[src/rtl/special_queue_pkg.sv]
// Shared types and helpers for the special queue read path (arbiter and one-hot decoder).
package special_queue_pkg;

  localparam int unsigned NQ      = 4;
  localparam int unsigned OH_W    = NQ;
  localparam int unsigned IDX_W   = 2;
  localparam int unsigned BCNT_W  = 4;

  typedef enum logic {
    IDLE  = 1'b0,
    GRANT = 1'b1
  } arb_state_t;

  function automatic logic [OH_W-1:0] onehot4(input logic [IDX_W-1:0] idx);
    onehot4 = OH_W'(1) << idx;
  endfunction

  // Index of the set bit; only meaningful for a one-hot input.
  function automatic logic [IDX_W-1:0] oh_to_idx(input logic [OH_W-1:0] oh);
    oh_to_idx = '0;
    for (int i = 0; i < int'(OH_W); i++) begin
      if (oh[i]) oh_to_idx = oh_to_idx | IDX_W'(i);
    end
  endfunction

endpackage

[src/rtl/rd_sel_arbiter_rr_pick.sv]
// Combinational rotating-priority picker: first set bit of req searching from ptr upward, mod 4.
module rr_pick
  import special_queue_pkg::*;
(
  input  logic [OH_W-1:0]  req,
  input  logic [IDX_W-1:0] ptr,
  output logic [OH_W-1:0]  gnt,
  output logic             any
);

  logic [IDX_W-1:0] idx;
  logic             found;

  always_comb begin
    gnt   = '0;
    any   = |req;
    found = 1'b0;
    idx   = '0;
    for (int k = 0; k < int'(OH_W); k++) begin
      idx = ptr + IDX_W'(k);
      if (!found && req[idx]) begin
        gnt   = onehot4(idx);
        found = 1'b1;
      end
    end
  end

endmodule

[src/rtl/rd_sel_arbiter.sv]
// Round-robin read arbiter for the four special-queue sub-queues; registered one-hot rd_sel.
// Optional per-queue burst grants are compiled in with `define RR_BURST_EN.
module rd_sel_arbiter
  import special_queue_pkg::*;
#(
  parameter int unsigned NQ        = 4,
  parameter int unsigned MAX_BURST = 4
) (
  input  logic            clk,
  input  logic            rst,
  input  logic [OH_W-1:0] q_nonempty,
  input  logic [OH_W-1:0] q_last,
  input  logic            rd_ready,
  output logic            rd_valid,
  output logic [OH_W-1:0] rd_sel
);

  // The downstream decoder is fixed at four one-hot inputs.
  if (NQ != OH_W || MAX_BURST == 0 || MAX_BURST > 15) begin : g_bad_cfg
    $error("rd_sel_arbiter: unsupported NQ or MAX_BURST");
  end

  arb_state_t       state_q, state_d;
  logic [IDX_W-1:0] ptr_q, ptr_d;
  logic [OH_W-1:0]  sel_d;
  logic             valid_d;

  logic [IDX_W-1:0] g;
  logic             fire;
  logic [OH_W-1:0]  req_eff;
  logic [OH_W-1:0]  pick_req;
  logic [IDX_W-1:0] pick_ptr;
  logic [OH_W-1:0]  pick_gnt;
  logic             pick_any;
  logic             burst_keep;

  assign g       = oh_to_idx(rd_sel);
  assign fire    = rd_valid & rd_ready;
  // A queue drained by the current pop no longer competes.
  assign req_eff = q_nonempty & ~(rd_sel & q_last);

  assign pick_req = (state_q == GRANT) ? req_eff : q_nonempty;
  assign pick_ptr = (state_q == GRANT) ? (g + IDX_W'(1)) : ptr_q;

  rr_pick u_pick (
    .req (pick_req),
    .ptr (pick_ptr),
    .gnt (pick_gnt),
    .any (pick_any)
  );

`ifdef RR_BURST_EN
  logic [BCNT_W-1:0] bcnt_q, bcnt_d;

  assign burst_keep = req_eff[g] && (bcnt_q < BCNT_W'(MAX_BURST - 1));

  always_ff @(posedge clk) begin
    if (rst) bcnt_q <= '0;
    else     bcnt_q <= bcnt_d;
  end
`else
  assign burst_keep = 1'b0;
`endif

  always_ff @(posedge clk) begin
    if (rst) begin
      state_q  <= IDLE;
      ptr_q    <= '0;
      rd_sel   <= '0;
      rd_valid <= 1'b0;
    end else begin
      state_q  <= state_d;
      ptr_q    <= ptr_d;
      rd_sel   <= sel_d;
      rd_valid <= valid_d;
    end
  end

  always_comb begin
    state_d = state_q;
    ptr_d   = ptr_q;
    sel_d   = rd_sel;
    valid_d = rd_valid;
`ifdef RR_BURST_EN
    bcnt_d  = bcnt_q;
`endif
    unique case (state_q)
      IDLE: begin
        if (pick_any) begin
          sel_d   = pick_gnt;
          valid_d = 1'b1;
          state_d = GRANT;
        end
      end
      GRANT: begin
        if (fire) begin
          if (burst_keep) begin
`ifdef RR_BURST_EN
            bcnt_d = bcnt_q + BCNT_W'(1);
`endif
          end else begin
            ptr_d = g + IDX_W'(1);
`ifdef RR_BURST_EN
            bcnt_d = '0;
`endif
            if (pick_any) begin
              sel_d = pick_gnt;
            end else begin
              sel_d   = '0;
              valid_d = 1'b0;
              state_d = IDLE;
            end
          end
        end
      end
      default: begin
        state_d = IDLE;
        sel_d   = '0;
        valid_d = 1'b0;
      end
    endcase
  end

endmodule

[config.mk]
export PLATFORM = sky130hd
export DESIGN_NAME = rd_sel_arbiter
export DESIGN_NICKNAME = d
export VERILOG_FILES = /design/src/rtl/special_queue_pkg.sv /design/src/rtl/rd_sel_arbiter_rr_pick.sv /design/src/rtl/rd_sel_arbiter.sv
export SDC_FILE = /design/constraint.sdc
export NUM_CORES = 1
export LEC_CHECK = 0
export CORE_ASPECT_RATIO = 0.9
export CORE_UTILIZATION = 35
export DETAILED_ROUTE_END_ITERATION = 7
export GPL_TIMING_DRIVEN = 1
export HOLD_SLACK_MARGIN = 0.1
export SYNTH_ARGS = -nofsm -noshare
export SYNTH_HDL_FRONTEND = slang
export SYNTH_SLANG_ARGS = --single-unit
export TNS_END_PERCENT = 20
[constraint.sdc]
create_clock -name clk -period 2.7 [get_ports clk]
set_clock_uncertainty 0.05 [all_clocks]
set_input_delay 0.81 -clock clk [delete_from_list [all_inputs] [get_ports clk]]
set_output_delay 0.81 -clock clk [all_outputs]
set_load 0.1 [all_outputs]
* Word-level counts from Yosys, hierarchy flattened
Index checks and enable logic that the tools add are counted.
** Storage, ports and cells
- Flip-flop bits (word level) :: 8
- Latch bits :: 0
- Bits in writable memories :: 0
- Bits in read-only memories :: 0
- Input bits :: 11
- Output and inout port bits :: 5
- Word-level logic and storage cells :: 65
- Memories :: 0
** Operators by class
- Add/subtract/negate cells :: 4
- Multiply operators :: 0
- Div/mod/pow operators :: 0
- Magnitude comparators :: 4
- Equality and inequality tests :: 3
- Shift-type cells :: 4
- Multiplexer cells :: 31
- Bitwise operators :: 5
- Reduce and logical (&&, ||, !) cells :: 10
** Operators with widths (number)
- two-way mux 4 bit :: 8
- << shifter 1 x 2 -> 4 bit (first input constant) :: 4
- two-way mux 1 bit :: 13
- less-than comparator 2 x 3 -> 1 bit (second input constant) :: 4
- AND 4 bit :: 2
- binary-select mux 1 bit (select 2 bit) :: 4
- case mux 4 bit (2 select lines) :: 1
- two-way mux 2 bit :: 3
- adder 2 x 1 -> 2 bit (second input constant) :: 2
- adder 2 bit (second input constant) :: 2
- != test 2 bit (second input constant) :: 2
- NOT 4 bit :: 1
- case mux 1 bit (2 select lines) :: 2
- AND reduction 2 bit :: 2
- OR reduction 4 bit :: 1
- logical AND 1 bit :: 3
- logical NOT 1 bit :: 3
- AND reduction 3 bit :: 1
- != test 2 x 1 -> 1 bit (second input constant) :: 1
- AND 1 bit :: 1
- NOT 1 bit :: 1

* Depth between registers and ports, before layout
- Depth after elaboration :: 20
- Depth in mapped cells :: 9
- Gate-level depth less buffers :: 8

* Cells and area by module
From an unflattened synthesis, not the netlist that was laid out.
** Second synthesis, totals
- Cells, all modules :: 79
- Area, all modules :: 733.2 µm²
** Modules (own cells, without submodules)
- rd_sel_arbiter :: times used 1, cells each 41, area an instance 394.1 µm², sequential area each 160.2 µm²
- rr_pick :: times used 1, cells each 38, area an instance 339.1 µm², sequential area each 0.0 µm²

* Worst setup path before layout
Ideal clock, no wire load.
- Kind :: register to register
- From :: register rd_sel[1]
- To :: register rd_sel[3]
- Setup time :: 0.126 ns
- Arrival :: 2.949 ns
- Required time :: 2.524 ns
- Setup slack :: -0.425 ns
- Cell stages (with the launch flop) :: 9
- Buffers on the path :: 1
- Period minus slack after synthesis :: 3.125 ns
- Path through :: dfxtp_1 > xnor2_1 > o31a_1 > ha_1 > mux4_2 > a21bo_1 > buf_6 > o41ai_2 > a21oi_1
** On the way
- Word-level cells in the longest chain between the ends :: 20
- Elaborated cells between the ends (all ways) :: 44
- Classes of those cells :: 4 x add/sub; 1 x eq/ne; 4 x shift; 24 x mux; 3 x bitwise; 8 x reduce/logical
** RTL lines
- from (decl) :: RTL line rd_sel_arbiter.sv:15 : output logic [OH_W-1:0] rd_sel
- from (signal assigned) :: RTL line rd_sel_arbiter.sv:74 : rd_sel <= sel_d;
- parallel branches: the longest is 20 deep, another holds adder 2 x 1 -> 2 bit
Several ways; the timed one is not identified. The select of a mux whose other input is x is not followed.
A chain may end at the register's enable or synchronous reset.

* Worst setup path in the final report
- From :: input q_last[0]
- To :: register rd_sel[3]
** On the way
- Word-level cells in the longest chain between the ends :: 19
- Elaborated cells between the ends (all ways) :: 32
- Classes of those cells :: 1 x eq/ne; 20 x mux; 3 x bitwise; 8 x reduce/logical
** RTL lines
- from (decl) :: RTL line rd_sel_arbiter.sv:12 : input logic [OH_W-1:0] q_last,
- AND 4 bit * :: RTL line rd_sel_arbiter.sv:40 : assign req_eff = q_nonempty & ~(rd_sel & q_last);
- NOT 4 bit * :: RTL line rd_sel_arbiter.sv:40
- AND 4 bit * :: RTL line rd_sel_arbiter.sv:40
- two-way mux 4 bit * :: RTL line rd_sel_arbiter.sv:42 : assign pick_req = (state_q == GRANT) ? req_eff : q_nonempty;
- binary-select mux 1 bit (select 2 bit) :: RTL line rd_sel_arbiter_rr_pick.sv:21 : if (!found && req[idx]) begin
- two-way mux 1 bit (not written as such) :: RTL line rd_sel_arbiter_rr_pick.sv:21
- two-way mux 1 bit :: RTL line rd_sel_arbiter_rr_pick.sv:21
- logical NOT 1 bit :: RTL line rd_sel_arbiter_rr_pick.sv:21
- [3 not listed]
- logical AND 1 bit :: RTL line rd_sel_arbiter_rr_pick.sv:21
- two-way mux 1 bit :: RTL line rd_sel_arbiter_rr_pick.sv:21
- logical NOT 1 bit :: RTL line rd_sel_arbiter_rr_pick.sv:21
- logical AND 1 bit :: RTL line rd_sel_arbiter_rr_pick.sv:21
- two-way mux 4 bit :: RTL line rd_sel_arbiter_rr_pick.sv:21
- two-way mux 4 bit :: RTL line rd_sel_arbiter.sv:106 : if (pick_any) begin
- two-way mux 4 bit :: RTL line rd_sel_arbiter.sv:96 : if (fire) begin
- case mux 4 bit (2 select lines) :: RTL line rd_sel_arbiter.sv:87 : unique case (state_q)
Mark *: on every way between the ends. The rest lies on a longest branch, timed or not. The select of a mux whose other input is x is not followed.

==> flow_summary.ini <==
[grt]
grt.total_usage = 0.206
grt_max_degree = 11
overflow = 0
grt_pass1_wl_mm = 4.03
antenna_found_initial = 0
grt_pass1_vias = 887

[clock_network]
cts_tree = built
numCtsBuffers = 3
root_buffer = clkbuf_4
cts_hold_buf = 0
clock_path_buffers = 2
ctsHtreeMaxLevel = 1
worstSkewPairLatency_ns = 0.26
post_cts_buffers = 0
clkSlewWorstSetupHoldPaths_ns = 0.05
cts-resized-gates = 0
clkSinkCount = 8

[pwr]
peakVddDrop_mv = 0.610
swShare = 0.536
p_int_mw = 0.517
pwr-share-comb = 0.735
pwr-share-seq = 0.177
finalPower_mw = 1.12
cellPowerDensity_nw_per_um2 = 970
leakage_nw = 0.473
power.switching_mw = 0.598
power_frac_clock = 0.088

[die]
io_pins = 16
die-area_sq_um = 2750
row_count = 16
core_sq_um = 2280
die_w_um = 55.1
start_util = 0.390
die_h_um = 49.8

[logic_synthesis]
ys_seq_area_frac = 0.180
async_flop_share = 0
syn_area_sq_um = 890
syn_area_per_cell_sq_um = 8.55
syn_inst = 104
synth_warnings = 0
synth_edf_count = 0
syn_nets = 122
synth_seq_cells = 8
synthFlopType = dfxtp_1
yosysUniqueCellTypes = 35

[setup_path]
max_stage_delay_ns = 0.46
cp-start-kind = primary input
critical_path.cell_chain = clkdlybuf4s50_1 > nand3_1 > and4_4 > or3_1 > a21bo_1 > o41ai_2 > a21oi_1
cp.buffers_inverters = 1
critPathRequiredTime_ns = 2.78
crit_family = compound AO/OA/AOI/OAI gates
worst_ep_arrival_time_ns = 2.65
worst_path_max_delay_cell = clkdlybuf4s50_1
critPathCaptureType = flip-flop
cp_max_fo = 8
critPathKind = in -> reg

[cells_and_area]
drive_gt1_frac = 0.246
final_cell_mix = buf_4 (18), clkdlybuf4s50_1 (10), inv_1 (8), nand3_1 (8), ha_1 (7)
final_common_cell = buf_4
nNetsFinal = 150
diodes = 0
design_area_sq_um = 1150
syn_to_final_growth_pct = 29.3
fin_util = 0.504

[sta]
tightestPinTransition_ns = 0.470
hold_slack_ns = 0.485
fmax_mhz = 390
rsz0062_at_grt = no
hold_viol = 0
drv_slew = 0
slew-limit-headroom = 0.684
finalCriticalPeriod_ns = 2.56
setup_viol = 0
fin_ws_ns = 0.138
min_period_over_period = 0.949

[detailed_routing]
drc = 0
drt-wirelength-per-cell_um = 15.9
drt_iter0_drc = 37
routed_wl_mm = 2.49
ant_nets = 0
dr.pass1.iters = 4
vias_per_cell = 5.89
vias = 925

[job]
cap_viol_max_count = 0

[place]
preCtsSetupSlack_ns = -0.129
place_congestion = 0.832
dpl_cell_area_sq_um = 1130
hpwlAfterDp_mm = 2.01
io_buffers = 15

[hold_path]
hp-class = reg -> reg

[outcome]
outcome = finished clean
[flip-flops by register name, summed over array words and instances (netlist names)]
register	cells
ptr_q	2
rd_sel	4
state_q	1
rd_valid	1
[worst register-to-register path: stages, from the launching register on]
cell and delay [ns]:
dfxtp_1 0.48, or3b_1 0.42, nand2_2 0.09, ha_1 0.26
mux4_2 0.36, a21bo_1 0.31, o41ai_2 0.36, a21oi_1 0.07
[synth_stat cells, types with 2 or more instances]
cell / number / share of area
or3_1: 2 / 0.014
mux4_2: 2 / 0.051
a311oi_1: 5 / 0.049
inv_1: 8 / 0.034
nand2_1: 7 / 0.030
nor3b_1: 4 / 0.034
ha_1: 7 / 0.098
nand2b_1: 2 / 0.014
and3_1: 2 / 0.014
nand3_1: 8 / 0.045
buf_6: 3 / 0.038
a21oi_1: 5 / 0.028
mux2i_1: 2 / 0.023
o21a_1: 4 / 0.034
a21o_1: 5 / 0.042
o41ai_2: 4 / 0.073
a211oi_1: 4 / 0.034
nor2_1: 5 / 0.021
dfxtp_1: 8 / 0.18
o211ai_1: 2 / 0.017
[final timing paths]
path / depth (start not counted) / to / slack (ns) / from
setup / recovery: 7 / rd_sel[3]$_SDFFE_PP0P_ / 0.14 / q_last[0]
hold / removal: 2 / ptr_q[1]$_SDFFE_PP0P_ / 0.49 / ptr_q[1]$_SDFFE_PP0P_
setup reg to reg: 7 / rd_sel[3]$_SDFFE_PP0P_ / 0.19 / state_q$_SDFF_PP0_
hold reg to reg: 2 / ptr_q[1]$_SDFFE_PP0P_ / 0.49 / ptr_q[1]$_SDFFE_PP0P_
[cell type report]
type | count | area (sq um)
repair buffers | 28 | 235
fillers | 238 | 1130
flip-flops and latches | 8 | 169
inverters | 8 | 30.0
well taps | 27 | 33.8
clock buffers | 3 | 22.5
multi-input cells | 83 | 659
[routing by layer]
layer / share of wire / routed length (um) / track usage
met1: 0.46 / 1160 / 0.269
met2: 0.48 / 1200 / 0.337
met3: 0.051 / 128 / 0.0617
met4: 0.0032 / 8 / 0.0250
met5: 0 / 0 / 0
[power groups by stage]
| stage | sequential [mW] | clock (mW) | combinational (mW) |
|---|---|---|---|
| after global routing | 0.205 | 0.109 | 0.878 |
| after global placement | 0.202 | 0 | 0.798 |
| after detailed placement | 0.201 | 0 | 0.811 |
| final | 0.198 | 0.0979 | 0.820 |
| after floorplan | 0.344 | 0 | 0.479 |
| after CTS | 0.199 | 0.0971 | 0.814 |
[through the flow]
step / std cells / TNS [ns]
floorplan: 104 / 0
global placement: 154 / -0.242
detailed placement: 154 / -0.420
CTS: 157 / 0
global route: 157 / 0
finish: 157 / 0
[cells by family after synthesis]
group,count (synthesis),share of synthesized area
compound gates,37,0.350
xor+xnor,1,0.00985
fa+ha+maj,7,0.0984
buf+inv,13,0.0816
flops,8,0.180
mux,4,0.0731
simple gates,34,0.207
Note: power is estimated with default switching activity, not from simulation.
